`src/rtl/mux_scan.sv`:
```
// mux_scan: registered N:1 channel multiplexer with an auto-scan sequencer.
// A channel is picked from a packed input bus, either by direct select
// (load/sel_in) or by stepping through all channels with a fixed dwell per
// channel. Output data, channel index, valid, wrap and err are registered.
module mux_scan #(
    parameter int WIDTH    = 1,
    parameter int CHANNELS = 8,
    parameter int SEL_W    = 3,
    parameter int DWELL    = 4
) (
    input  logic                      clk,
    input  logic                      rst_n,
    input  logic [CHANNELS*WIDTH-1:0] din,
    input  logic                      enable,
    input  logic                      mode,
    input  logic                      load,
    input  logic [SEL_W-1:0]          sel_in,
    output logic [WIDTH-1:0]          dout,
    output logic [SEL_W-1:0]          sel_out,
    output logic                      valid,
    output logic                      wrap,
    output logic                      err
);

    // Dwell counter is one bit wider than strictly needed so DWELL=1 still
    // gets a legal non-zero width.
    localparam int CNT_W = $clog2(DWELL) + 1;

    localparam logic [CNT_W-1:0] CNT_LAST = CNT_W'(DWELL - 1);
    localparam logic [SEL_W-1:0] SEL_LAST = SEL_W'(CHANNELS - 1);
    // Channel count widened by one bit so an out-of-range sel_in can always
    // be detected, even when SEL_W is exactly clog2(CHANNELS).
    localparam logic [SEL_W:0]   CH_LIM   = (SEL_W + 1)'(CHANNELS);

    typedef enum logic [1:0] {
        HOLD   = 2'd0,
        MANUAL = 2'd1,
        SCAN   = 2'd2
    } state_t;

    state_t              st_p1;
    state_t              st_nxt;

    logic [SEL_W-1:0]    sel_q;
    logic [SEL_W-1:0]    sel_nxt;
    logic [CNT_W-1:0]    cnt_q;
    logic [CNT_W-1:0]    cnt_nxt;
    logic                wrap_nxt;
    logic                err_nxt;

    logic                sel_in_ok;
    logic                load_ok;
    logic [WIDTH-1:0]    mux_data;

    logic [WIDTH-1:0]    dout_p1;
    logic [SEL_W-1:0]    sel_p1;
    logic                wrap_p1;
    logic                err_p1;

    assign sel_in_ok = ({1'b0, sel_in} < CH_LIM);
    assign load_ok   = load && sel_in_ok;

    // State register: remembers the operating mode of the previous cycle.
    always_ff @(posedge clk or negedge rst_n) begin
        if (!rst_n) begin
            st_p1 <= HOLD;
        end else begin
            st_p1 <= st_nxt;
        end
    end

    // Next-state decode: the operating mode follows enable/mode directly.
    always_comb begin
        st_nxt = HOLD;
        if (enable) begin
            st_nxt = mode ? SCAN : MANUAL;
        end
    end

    // Sequencer control: next select, dwell count and event pulses.
    always_comb begin
        sel_nxt  = sel_q;
        cnt_nxt  = cnt_q;
        wrap_nxt = 1'b0;
        err_nxt  = 1'b0;
        case (st_nxt)
            MANUAL: begin
                // Dwell count parked at zero so a later switch to scan
                // gives the current channel its full dwell.
                cnt_nxt = '0;
                if (load_ok) begin
                    sel_nxt = sel_in;
                end
            end
            SCAN: begin
                if (load_ok) begin
                    // A valid load overrides a coinciding dwell expiry.
                    sel_nxt = sel_in;
                    cnt_nxt = '0;
                end else if (cnt_q >= CNT_LAST) begin
                    cnt_nxt = '0;
                    if (sel_q == SEL_LAST) begin
                        sel_nxt  = '0;
                        wrap_nxt = 1'b1;
                    end else begin
                        sel_nxt = sel_q + SEL_W'(1);
                    end
                end else begin
                    cnt_nxt = cnt_q + CNT_W'(1);
                end
            end
            default: begin
                // HOLD: everything frozen, load ignored.
            end
        endcase
        if ((st_nxt != HOLD) && load && !sel_in_ok) begin
            err_nxt = 1'b1;
        end
    end

    // Channel mux: a compare per channel keeps the index always in range.
    always_comb begin
        mux_data = '0;
        for (int k = 0; k < CHANNELS; k++) begin
            if (sel_q == SEL_W'(k)) begin
                mux_data = din[k*WIDTH +: WIDTH];
            end
        end
    end

    // Stage p1: sequencer state and registered outputs.
    always_ff @(posedge clk or negedge rst_n) begin
        if (!rst_n) begin
            sel_q   <= '0;
            cnt_q   <= '0;
            wrap_p1 <= 1'b0;
            err_p1  <= 1'b0;
            dout_p1 <= '0;
            sel_p1  <= '0;
        end else begin
            sel_q   <= sel_nxt;
            cnt_q   <= cnt_nxt;
            wrap_p1 <= wrap_nxt;
            err_p1  <= err_nxt;
            if (enable) begin
                dout_p1 <= mux_data;
                sel_p1  <= sel_q;
            end
        end
    end

    // valid reflects whether the previous cycle was enabled.
    assign valid   = (st_p1 != HOLD);
    assign dout    = dout_p1;
    assign sel_out = sel_p1;
    assign wrap    = wrap_p1;
    assign err     = err_p1;

endmodule

```
`config.mk`:
```
export PLATFORM = sky130hd
export DESIGN_NAME = mux_scan
export DESIGN_NICKNAME = d
export VERILOG_FILES = /design/src/rtl/mux_scan.sv
export SDC_FILE = /design/constraint.sdc
export NUM_CORES = 1
export LEC_CHECK = 0
export CAP_MARGIN = 20
export CORE_MARGIN = 3
export CORE_UTILIZATION = 47
export CTS_BUF_LIST = sky130_fd_sc_hd__clkbuf_4 sky130_fd_sc_hd__clkbuf_8
export DETAILED_ROUTE_END_ITERATION = 10
export GPL_ROUTABILITY_DRIVEN = 0
export GPL_TIMING_DRIVEN = 1
export PLACE_DENSITY = 0.83
export RECOVER_POWER = 100
export SLEW_MARGIN = 20
export SYNTH_ARGS = -nofsm -noshare
export SYNTH_HDL_FRONTEND = slang
export SYNTH_SLANG_ARGS = --single-unit
```
`constraint.sdc`:
```
create_clock -name clk -period 2.2 [get_ports clk]
set_input_delay 0.44 -clock clk [delete_from_list [all_inputs] [get_ports clk]]
set_output_delay 0.44 -clock clk [all_outputs]
set_load 0.05 [all_outputs]
```
==> metrics.txt, run 1 <==
Slew Viols, Final 0; critical path type reg -> out; DRC 0; Min-Delay Endpoint cnt_q[0]; routed vias 598; Netlist Area Pre-Place 756 sq um; reg2reg start cnt_q[0]; number of setup buffers added after CTS 0; diode count 0; I/O Buffers 21; clock slew at reported path FFs 0.08 ns; Post-DRT Antenna Nets 0; Reg-to-Reg End sel_q[2]; CTS buffer count 3; Fillers 103; Setup Viol. Count Final 0; Reg2Reg Setup Slack 0.37 ns; r2r worst-path depth 6; WL/cell 13.6 um; CP required 1.76 ns; largest net degree at the start of global routing 14; P per Cell Area 722 mW/mm^2; slew at the pin with the worst max-slew slack 0.573 ns; iteration count of the initial detailed-routing pass 2; Row Count 13; Routed WL 1500 um; fin cells 110; sequential area share after synthesis 0.430; I/O pin count 23; fmax 487 MHz; total grt overflow 0; hold violation total from the final report 0; Clock Root Buffer clkbuf_4; worst hold-check path type reg -> reg; max_cap viols 0; Final period util 0.934; Hold Startpoint cnt_q[2]; leak pwr 0.459 nW; Initial Util 0.540; prevailing post-synth register cell dfrtp_1; worst-path cell chain or2_2, clkdlybuf4s50_1; cts-stage hold buffer count 0; Post-synth EDFFs 0; status complete, no violations; Nets 120; area leader, netlist dfrtp_1; CTS H-tree depth 1; unrepaired setup endpoints after global routing false; first-pass GRT wire length 2530 um; Max clock buf depth 2; Yosys cell types 30; Clock Latency Late Sink 0.28 ns; worst hold path stage count 1; Syn Nets 95; Syn Inst Count 71; Synth area leaders dfrtp_1 43%, ha_1 13%, mux2_2 4.5%; Total Power 0.724 mW; YS warnings 0; Seq cells post-synth 13; CP max stage cell clkdlybuf4s50_1; Worst setup startpoint st_p1[1]; core area 0.00140 sq mm; clk sinks 13; die extent in x 46.1 um; top cell type's share of synthesized area 0.430; CP peak stage delay 0.70 ns; share of layout cells above drive strength 1 0.126; post-synthesis async set-or-reset flop share 1.00; CTS tree built; skew final 0.00301 ns; die footprint 0.00213 sq mm; setup tns final 0 ns; Startpoint Class register; post-CTS sizing 0; vias per cell 5.44; detailed placement HPWL 1230 um; total track usage 0.174; Setup crit end kind output port; post-layout min period 2.05 ns; Placed Instances 106; Post-Syn Area per Cell 10.6 sq um; crit-path max FO 1; peak supply drop 0.000358 V; chip height 46.1 um; drt initial violations 1; Critical Path AT 1.61 ns; number of global-route vias before repair 603; Layout area overhead 32.8%; Rel. slew slack 0.616; initial antenna violation count 0
## where the power goes
part,total [mW],switching (mW),internal [mW]
clock network,0.159,0.0760,0.0828
registers,0.299,0.0264,0.272
logic,0.267,0.154,0.113
## cells in the final DEF (no fill, tap or decap), drive strengths merged, types with 2 or more instances in the layout
cell	instances
inv	5
a21oi	4
o21ai	4
mux2	4
dfrtp	13
dlygate4sd3	7
clkdlybuf4s50	14
clkbuf	5
nor2	4
nor2b	3
nand2	5
mux2i	3
nor3b	2
ha	8
## worst max-delay path, delay by kind of cell, from the launching register on
| family | cells | cell delay, ns |
|---|---|---|
| buf+inv | 1 | 0.70 |
| simple gates | 1 | 0.28 |
| flops | 1 | 0.35 |
## stage by stage
step           setup WS, ns  area (sq um)  hold slack (ns)  utilization
6_report              0.146          1000            0.502        0.717
3_3_place_gp          0.303           981            0.487        0.701
4_1_cts               0.129          1010            0.510        0.723
2_1_floorplan         0.504           756            0.144            -
3_5_place_dp          0.252           981            0.496        0.701
5_1_grt              0.0862          1000            0.519        0.717
## layout make-up
cell class | instances | area, sq um | area share
Tap cell | 15 | 18.8 | 0.0187
Inverter | 5 | 18.8 | 0.0187
Timing Repair Buffer | 22 | 214 | 0.213
Multi-Input combinational cell | 51 | 397 | 0.395
Clock buffer | 4 | 30.0 | 0.0299
Sequential cell | 13 | 325 | 0.324
## sequential cells by signal, indices dropped and copies added (netlist names)
register / cells
sel_out: 3
sel_q: 3
cnt_q: 3
wrap: 1
dout: 1
st_p1: 2
## worst max path at each step
stage / depth (start not counted) / endpoint
floorplan: 6 / sel_q[2]
global placement: 5 / sel_q[2]
detailed placement: 5 / sel_q[2]
CTS: 2 / valid
global route: 2 / valid
finish: 2 / valid
## layer usage
| layer | track usage | vias to the layer above | wire (um) |
|---|---|---|---|
| met5 | 0 | - | 0 |
| met2 | 0.286 | 14 | 749 |
| met1 | 0.194 | 279 | 642 |
| li1 | - | 300 | - |
| met4 | 0.102 | 0 | 31 |
| met3 | 0.0586 | 5 | 73 |
## logic make-up after synthesis
| kind of cell | share of synthesized area |
|---|---|
| adder cells (fa/ha/maj) | 0.132 |
| AO/OA/AOI/OAI | 0.126 |
| buffers and inverters | 0.0397 |
| flip-flops | 0.430 |
| AND/OR/NAND/NOR | 0.162 |
| other | 0.00496 |
| multiplexers | 0.104 |
## synthesized netlist by cell type, types with 2 or more instances
master / n
mux2i_1: 3
nor2_1: 4
ha_1: 8
o21ai_0: 4
nor3b_1: 2
nor2b_1: 2
dfrtp_1: 13
a21oi_1: 3
inv_1: 5
mux2_2: 3
nand2_1: 5
Note: power is estimated with default switching activity, not from simulation.
==> run 2, diff against run 1 <==
- CORE_MARGIN: 3 -> unset
==> metrics.txt, run 2 (synthesized netlist as in run 1, its figures left out) <==
slew at the pin with the worst max-slew slack 0.563 ns (was 0.573 ns); core area 0.00151 sq mm (was 0.00140 sq mm); worst hold path stage count 2 (was 1); worst slack, placed 0.238 ns (was 0.252 ns); I/O pin count 23 (unchanged); Max clock buf depth 2 (unchanged); Nets 120 (unchanged); Layout area overhead 32.9% (was 32.8%); Min-Delay Endpoint dout (was cnt_q[0]); drt initial violations 15 (was 1); Final WS setup 0.143 ns (was 0.146 ns); CTS H-tree depth 1 (unchanged); Hold Startpoint dout (was cnt_q[2]); Final period util 0.935 (was 0.934); hold violation total from the final report 0 (unchanged); Post-DRT Antenna Nets 0 (unchanged); Setup crit end kind output port (unchanged); initial antenna violation count 0 (unchanged); r2r worst-path depth 6 (unchanged); post-layout min period 2.06 ns (was 2.05 ns); number of global-route vias before repair 539 (was 603); Rel. slew slack 0.623 (was 0.616); crit-path max FO 1 (unchanged); Total Power 0.718 mW (was 0.724 mW); chip height 42.1 um (was 46.1 um); clk sinks 13 (unchanged); reg2reg start cnt_q[0] (unchanged); die extent in x 42.1 um (was 46.1 um); Startpoint Class register (unchanged); total grt overflow 0 (unchanged); number of setup buffers added after CTS 0 (unchanged); total track usage 0.163 (was 0.174); worst hold-check path type reg -> reg (unchanged); routed vias 612 (was 598); clock slew at reported path FFs 0.07 ns (was 0.08 ns); CTS tree built (unchanged); Clock Latency Late Sink 0.28 ns (about the same); Reg-to-Reg End sel_q[2] (unchanged); setup tns final 0 ns (unchanged); leak pwr 0.456 nW (was 0.459 nW); die footprint 0.00177 sq mm (was 0.00213 sq mm); vias per cell 5.51 (was 5.44); Reg2Reg Setup Slack 0.40 ns (was 0.37 ns); Clock Root Buffer clkbuf_4 (unchanged); max_cap viols 0 (unchanged); DRC 1 (was 0); Critical Path AT 1.62 ns (was 1.61 ns); first-pass GRT wire length 2150 um (was 2530 um); I/O Buffers 21 (unchanged); skew final 0.00291 ns (was 0.00301 ns); Setup Viol. Count Final 0 (unchanged); share of layout cells above drive strength 1 0.126 (unchanged); post-CTS sizing 0 (unchanged); commonest cells after routing, fill and taps aside 14 x clkdlybuf4s50_1, 13 x dfrtp_1, 8 x ha_1 (unchanged); Slew Viols, Final 0 (unchanged); cts-stage hold buffer count 0 (unchanged); status finished with violations (was complete, no violations); iteration count of the initial detailed-routing pass 9 (was 2); Finished Cell Area 0.00100 sq mm (about the same); largest net degree at the start of global routing 14 (unchanged); unrepaired setup endpoints after global routing false (unchanged); Initial Util 0.502 (was 0.540); Row Count 14 (was 13); P per Cell Area 715 mW/mm^2 (was 722 mW/mm^2); critical path type reg -> out (unchanged); WL/cell 12.3 um (was 13.6 um); Routed WL 1370 um (was 1500 um); CP required 1.76 ns (about the same); commonest non-fill, non-tap cell in the layout clkdlybuf4s50_1 (unchanged); CTS buffer count 3 (unchanged); peak supply drop 0.000491 V (was 0.000358 V); fmax 486 MHz (was 487 MHz); detailed placement HPWL 1060 um (was 1230 um); Placed Area 982 sq um (was 981 sq um); failing checks design-rule violations; diode count 0 (unchanged)
## run 2: cell counts in the layout (fill, tap and decap cells not counted)
Identical to the previous run, type by type.
## run 2: report_power, final
| part | switching, mW | leakage (nW) | total, mW | internal, mW |
|---|---|---|---|---|
| clock network | 0.0755 | 0.0184 | 0.158 | 0.0828 |
| logic | 0.153 | 0.274 | 0.262 | 0.109 |
| registers | 0.0257 | 0.163 | 0.298 | 0.272 |
| total | 0.254 | 0.456 | 0.718 | 0.464 |
## run 2: how the worst max path moves through the flow
| stage | startpoint | endpoint | slack, ns |
|---|---|---|---|
| global placement | enable | sel_q[2] | 0.30 |
| floorplan | cnt_q[0] | sel_q[2] | 0.50 |
| global route | st_p1[1] | valid | 0.09 |
| detailed placement | enable | sel_q[2] | 0.24 |
| CTS | st_p1[1] | valid | 0.13 |
| finish | st_p1[1] | valid | 0.14 |
## run 2: layout make-up
cell class | count | area, sq um
timing repair buffer | 22 | 214
fill | 114 | 502
inverter | 5 | 18.8
multi-input combinational | 51 | 397
sequential | 13 | 325
clock buffer | 4 | 30.0
tap | 16 | 20.0
## run 2: critical path: stages, from the launching register on
cell,delay (ns)
dfrtp_1,0.36
or2_2,0.29
clkdlybuf4s50_1,0.70
## run 2: through the flow
| stage | util | std cells | hold WS (ns) |
|---|---|---|---|
| final | 0.667 | 111 | 0.494 |
| after global routing | 0.667 | 111 | 0.520 |
| after CTS | 0.672 | 111 | 0.507 |
| after detailed placement | 0.652 | 107 | 0.487 |
| after global placement | 0.652 | 107 | 0.495 |
| after floorplan | - | 71 | 0.144 |
## run 2: layer usage
metal,vias to the layer above,share of wire,track usage
met5,-,0,0
met2,27,0.47,0.294
li1,299,-,-
met1,284,0.45,0.173
met3,2,0.069,0.0776
met4,0,0.0095,0.0375
==> run 3, diff against run 2 <==
- ABC_CLOCK_PERIOD_IN_PS: unset -> 2200
==> results of run 3 <==
The final DEF is identical to that of run 2; final timing and power are the same.
